[config.mk]
export PLATFORM = sky130hd
export DESIGN_NAME = aes_sbox_multi
export DESIGN_NICKNAME = d
export VERILOG_FILES = /design/src/rtl/aes_sbox_multi.sv
export SDC_FILE = /design/constraint.sdc
export NUM_CORES = 1
export LEC_CHECK = 0
export BUFFER_PORTS_ARGS = -buffer_cell sky130_fd_sc_hd__buf_2
export CAP_MARGIN = 0
export CORE_MARGIN = 2
export CORE_UTILIZATION = 42
export DETAILED_ROUTE_END_ITERATION = 12
export HOLD_SLACK_MARGIN = 0.06
export MAX_ROUTING_LAYER = met4
export PLACE_DENSITY_LB_ADDON = 0.05
export SYNTH_ARGS = -nofsm -noshare
export SYNTH_HDL_FRONTEND = slang
export SYNTH_SLANG_ARGS = --single-unit
export TNS_END_PERCENT = 20
[constraint.sdc]
create_clock -name g_clk -period 17.3 [get_ports g_clk]
set_clock_uncertainty 0.2 [all_clocks]
set_input_delay 3.46 -clock g_clk [delete_from_list [all_inputs] [get_ports g_clk]]
set_output_delay 3.46 -clock g_clk [all_outputs]
set_load 0.005 [all_outputs]
[src/rtl/aes_sbox_multi.sv]
// AES SubBytes unit with NSBOX parallel forward/inverse SBoxes.
// Word mode runs 4/NSBOX passes; byte mode substitutes one byte in a single pass.
module aes_sbox_multi #(
  parameter int NSBOX = 1
) (
  input  logic        g_clk,
  input  logic        g_resetn,
  input  logic        valid,
  input  logic        dec,
  input  logic        bmode,
  input  logic [1:0]  bs,
  input  logic [31:0] rs1,
  output logic        busy,
  output logic        ready,
  output logic [31:0] rd
);

  localparam int NPASS = (NSBOX > 0) ? (4 / NSBOX) : 1;
  localparam logic [1:0] LAST_WORD = 2'(NPASS - 1);

  if (NSBOX != 1 && NSBOX != 2 && NSBOX != 4) begin : g_bad_nsbox
    $error("aes_sbox_multi: NSBOX must be 1, 2 or 4");
  end

  typedef enum logic [1:0] {
    S_IDLE = 2'd0,
    S_RUN  = 2'd1,
    S_DONE = 2'd2
  } state_t;

  // GF(2^8) multiply modulo x^8+x^4+x^3+x+1.
  function automatic logic [7:0] gf_mul(input logic [7:0] a, input logic [7:0] b);
    logic [7:0] p;
    logic [7:0] x;
    p = 8'h00;
    x = a;
    for (int k = 0; k < 8; k++) begin
      p = b[k] ? (p ^ x) : p;
      x = x[7] ? ({x[6:0], 1'b0} ^ 8'h1b) : {x[6:0], 1'b0};
    end
    return p;
  endfunction

  // x^254 is the multiplicative inverse, and conveniently maps 0 to 0.
  function automatic logic [7:0] gf_inv(input logic [7:0] x);
    logic [7:0] r;
    logic [7:0] sq;
    r  = 8'h01;
    sq = x;
    for (int k = 1; k < 8; k++) begin
      sq = gf_mul(sq, sq);
      r  = gf_mul(r, sq);
    end
    return r;
  endfunction

  function automatic logic [7:0] rotl(input logic [7:0] b, input int n);
    logic [15:0] t;
    t = {b, b} << n;
    return t[15:8];
  endfunction

  function automatic logic [7:0] fwd_sbox(input logic [7:0] x);
    logic [7:0] b;
    b = gf_inv(x);
    return b ^ rotl(b, 1) ^ rotl(b, 2) ^ rotl(b, 3) ^ rotl(b, 4) ^ 8'h63;
  endfunction

  function automatic logic [7:0] inv_sbox(input logic [7:0] x);
    return gf_inv(rotl(x, 1) ^ rotl(x, 3) ^ rotl(x, 6) ^ 8'h05);
  endfunction

  state_t      state_r;
  state_t      state_nxt_s;
  logic [1:0]  pass_r;
  logic [31:0] rs1_r;
  logic        dec_r;
  logic        bmode_r;
  logic [1:0]  bs_r;
  logic        busy_r;
  logic        ready_r;
  logic [31:0] rd_r;
  logic        accept_s;
  logic        last_s;
  logic [7:0]  sb_in_s   [NSBOX];
  logic [7:0]  sb_out_s  [NSBOX];
  logic [1:0]  sb_lane_s [NSBOX];

  // Accept decode and next-state logic.
  always_comb begin
    accept_s    = valid && (state_r == S_IDLE || state_r == S_DONE);
    last_s      = (pass_r == (bmode_r ? 2'd0 : LAST_WORD));
    state_nxt_s = state_r;
    case (state_r)
      S_IDLE: if (accept_s) state_nxt_s = S_RUN;  else state_nxt_s = S_IDLE;
      S_RUN:  if (last_s)   state_nxt_s = S_DONE; else state_nxt_s = S_RUN;
      S_DONE: if (accept_s) state_nxt_s = S_RUN;  else state_nxt_s = S_IDLE;
      default: state_nxt_s = S_IDLE;
    endcase
  end

  // State, registered status flags, operand capture and pass counter.
  always_ff @(posedge g_clk or negedge g_resetn) begin
    if (!g_resetn) begin
      state_r <= S_IDLE;
      busy_r  <= 1'b0;
      ready_r <= 1'b0;
      pass_r  <= 2'd0;
      rs1_r   <= 32'h0000_0000;
      dec_r   <= 1'b0;
      bmode_r <= 1'b0;
      bs_r    <= 2'd0;
    end else begin
      state_r <= state_nxt_s;
      busy_r  <= (state_nxt_s == S_RUN);
      ready_r <= (state_nxt_s == S_DONE);
      if (accept_s) begin
        rs1_r   <= rs1;
        dec_r   <= dec;
        bmode_r <= bmode;
        bs_r    <= bs;
        pass_r  <= 2'd0;
      end else if (state_r == S_RUN && !last_s) begin
        pass_r <= pass_r + 2'd1;
      end
    end
  end

  // SBox inputs held at zero outside RUN and on idle instances in byte mode.
  always_comb begin
    for (int i = 0; i < NSBOX; i++) begin
      sb_lane_s[i] = 2'(int'(pass_r) * NSBOX + i);
      if (state_r != S_RUN) begin
        sb_in_s[i] = 8'h00;
      end else if (bmode_r) begin
        sb_in_s[i] = (i == 0) ? rs1_r[{bs_r, 3'b000} +: 8] : 8'h00;
      end else begin
        sb_in_s[i] = rs1_r[{sb_lane_s[i], 3'b000} +: 8];
      end
      sb_out_s[i] = dec_r ? inv_sbox(sb_in_s[i]) : fwd_sbox(sb_in_s[i]);
    end
  end

  // Result register: byte lanes written per pass, byte mode zero-extends.
  always_ff @(posedge g_clk or negedge g_resetn) begin
    if (!g_resetn) begin
      rd_r <= 32'h0000_0000;
    end else if (state_r == S_RUN) begin
      if (bmode_r) begin
        rd_r <= {24'h00_0000, sb_out_s[0]};
      end else begin
        for (int i = 0; i < NSBOX; i++) begin
          rd_r[{sb_lane_s[i], 3'b000} +: 8] <= sb_out_s[i];
        end
      end
    end
  end

  assign busy  = busy_r;
  assign ready = ready_r;
  assign rd    = rd_r;

endmodule

==> results by group <==
Outcome
  • Status: finished clean

Routing
  • Vias post-DR: 29.8k
  • Routed WL: 101 mm
  • WL per Instance: 19.2 um
  • DR vias/cell: 5.68
  • DRT Pass-1 Iters: 6
  • DRC: 0
  • Post-DRT Antenna Nets: 0
  • 1st-iter DRT viols: 2616

Die
  • Initial Util: 42.5%
  • Core region area: 73200 um2
  • Rows: 99
  • Die ar.: 76300 um2
  • I/O pins: 73
  • Die height: 276 um
  • Horiz. Die Dim: 276 um

Synth
  • Post-synth cell types: 108
  • #FFs+latches synth: 74
  • Top_reg_cell synth: dfrtp_1
  • Async SR Flop Fraction: 100%
  • Post-synth top area share: 23.4%
  • Post-synth EDFFs: 0
  • List of most frequent post-synthesis cells: xnor2_1 (830), nor2_1 (622), nand2_1 (413)
  • Seq/Total Area, Yosys: 5.95%
  • Count leader, synth: xnor2_1
  • Yosys warnings: 0
  • Mapped Area: 31100 um2
  • Area contributors post-synth: xnor2_1 (23%), nor2_1 (7.5%), xnor3_1 (7.5%)
  • Synth Instances: 4180
  • Top cell type by total area after synthesis: xnor2_1
  • Post-Syn Nets: 4236
  • Avg Synthesized Cell Area: 7.45 um2

Global route
  • Number of global-route vias before repair: 28.1k
  • Initial antenna violation count: 0
  • First-pass GRT wire length: 161 mm
  • Largest net degree at the start of global routing: 75
  • Gr usage total: 26.2%
  • Grt total ovfl: 0

Worst setup path
  • CP max stage cell: xnor3_1
  • CP peak stage delay: 0.67 ns
  • CP Capture Type: flip-flop
  • Most frequent cell on the critical path: xor2_1
  • Crit start category: flip-flop
  • R2R cell count: 57
  • Crit path from: bmode_r$_DFFE_PN0P_
  • R2R setup slack: 0.87 ns
  • Crit path arrival time: 16.47 ns
  • Worst Setup EP: rd[23]$_DFFE_PN0P_
  • CP Max Fanout: 17
  • Critical Path RT: 17.34 ns
  • Kind of critical path: flip-flop to flip-flop
  • Critical R2R Launch: bmode_r$_DFFE_PN0P_
  • R2r endpoint: rd[23]$_DFFE_PN0P_

CTS
  • # H-tree levels: 3
  • CTS max path bufs: 2
  • CTS clk-pin slew, worst paths: 0.07 ns
  • Skew-Pair Late Insertion Delay: 0.35 ns
  • Root buf cell: clkbuf_16
  • Clock sinks: 74
  • TritonCTS Buffers: 9
  • Post-CTS Hold Buffers: 0
  • TritonCTS clock tree: done

Worst hold path
  • Worst Hold Launch: rd[10]$_DFFE_PN0P_
  • Min-Delay Path Class: flip-flop to flip-flop

Timing
  • Final Hold Vio Count: 0
  • Final period util: 95.0%
  • Slew margin rel.: 19.7%
  • Endpoints failing setup: 0
  • Maximum clock rate: 60.9 MHz
  • Final worst path period need: 16.43 ns
  • Setup tns final: 0 ns
  • Setup WS post-layout: 0.868 ns
  • Least-Margin Pin Slew: 1.20 ns
  • Slew Limit Fails: 0

Final layout
  • Layout area overhead: 12.3%
  • Fin util: 47.7%
  • Diode count: 0
  • Design area: 35000 um2
  • Fill count: 7390
  • Layout cell share with drive strength beyond 1: 16.2%
  • Fin nets: 4342

Place
  • Post-Place Worst Slack: -0.162 ns
  • PortBufs: 72
  • GPL Wtd Cong: 0.902
  • Post-DP Area: 33600 um2
  • Post-DP HPWL: 75.5 mm

Job
  • Max Cap Violations: 0
## kinds of logic (layout without fill, tap and decap cells)
logic type | after synthesis | in the layout | share of synthesized area (%)
compound gates | 860 | 860 | 18.1
xor+xnor | 1274 | 1274 | 44.3
fa+ha+maj | 17 | 17 | 0.683
buf+inv | 309 | 420 | 4.27
flops | 74 | 74 | 5.95
mux | 168 | 168 | 6.05
simple gates | 1478 | 1478 | 20.7
## registers in the layout, summed over array words and instances, names as in the netlist
name and flops:
pass_r 2, busy 1, rd 32, dec_r 1, ready 1, bs_r 2, bmode_r 1, state_r 2
rs1_r 32
## layout make-up
cell class              count  area [um2]  area share, %
clock inverters             7        83.8          0.240
inverters                  52         195          0.558
well taps                 959        1200           3.43
repair buffers            352        2510           7.19
flip-flops and latches     74        1860           5.31
multi-input cells        3797       28900           82.6
clock buffers               9         225          0.644
## worst max-delay path, delay by kind of cell (launching register included)
kind,cells,cell delay (ns)
AND/OR/NAND/NOR,7,0.70
XOR/XNOR,29,9.70
multiplexers,4,1.39
flip-flops,1,0.48
adder cells (fa/ha/maj),1,0.38
AO/OA/AOI/OAI,10,2.23
buffers and inverters,6,1.18
## stage by stage
step	std cells	hold slack, ns
after floorplan	4180	0.272
after global placement	5201	0.289
after detailed placement	5201	0.282
after CTS	5217	0.296
after global routing	5250	0.324
final	5250	0.293
## layout by cell type (no fill, tap or decap), drive strengths merged, types with 17 or more instances in the layout
| cell type | Yosys | final |
|---|---|---|
| and2 | 26 | 26 |
| a21oi | 215 | 215 |
| a211oi | 38 | 38 |
| xor3 | 17 | 17 |
| buf | 85 | 352 |
| nand2b | 31 | 31 |
| nor2b | 21 | 21 |
| nor3 | 126 | 126 |
| or3 | 24 | 24 |
| a221o | 22 | 22 |
| mux2i | 102 | 102 |
| dfrtp | 74 | 74 |
| o211ai | 30 | 30 |
| nand3 | 110 | 110 |
| o22ai | 51 | 51 |
| a22oi | 22 | 22 |
| mux2 | 62 | 62 |
| and3 | 26 | 26 |
| nor2 | 630 | 630 |
| inv | 44 | 47 |
| xor2 | 245 | 245 |
| o21ai | 230 | 230 |
| xnor3 | 114 | 114 |
| a32oi | 21 | 21 |
| xnor2 | 898 | 898 |
| ha | 17 | 17 |
| nand2 | 414 | 414 |
| a31oi | 41 | 41 |
## worst min-delay path by stage
stage          depth (start not counted)               endpoint  slack, ns
6_report                               2     rd[10]$_DFFE_PN0P_       0.29
5_1_grt                                2     rd[10]$_DFFE_PN0P_       0.32
4_1_cts                                2     rd[10]$_DFFE_PN0P_       0.30
3_5_place_dp                           2     rd[10]$_DFFE_PN0P_       0.28
3_3_place_gp                           2     rd[10]$_DFFE_PN0P_       0.29
2_1_floorplan                          1  rs1_r[16]$_DFFE_PN0P_       0.27
## metal layers
| layer | global-route usage (%) | vias to the layer above | share of wire, % |
|---|---|---|---|
| li1 | - | 14675 | - |
| met1 | 37.1 | 14168 | 48 |
| met2 | 42.3 | 876 | 46 |
| met3 | 0.972 | 88 | 4.4 |
| met4 | 4.06 | 0 | 1.2 |
| met5 | - | - | 0 |
## what timing repair did
action                     in CTS  in global routing
resized for setup               7                 94
buffers inserted                0                 33
pin swaps                       0                 14
setup endpoints to repair      21                 32
hold endpoints to repair        0                  0
Power is left out: the tool's default activity adds up to more than one toggle a clock period on the data nets, which glitch-free logic cannot reach.
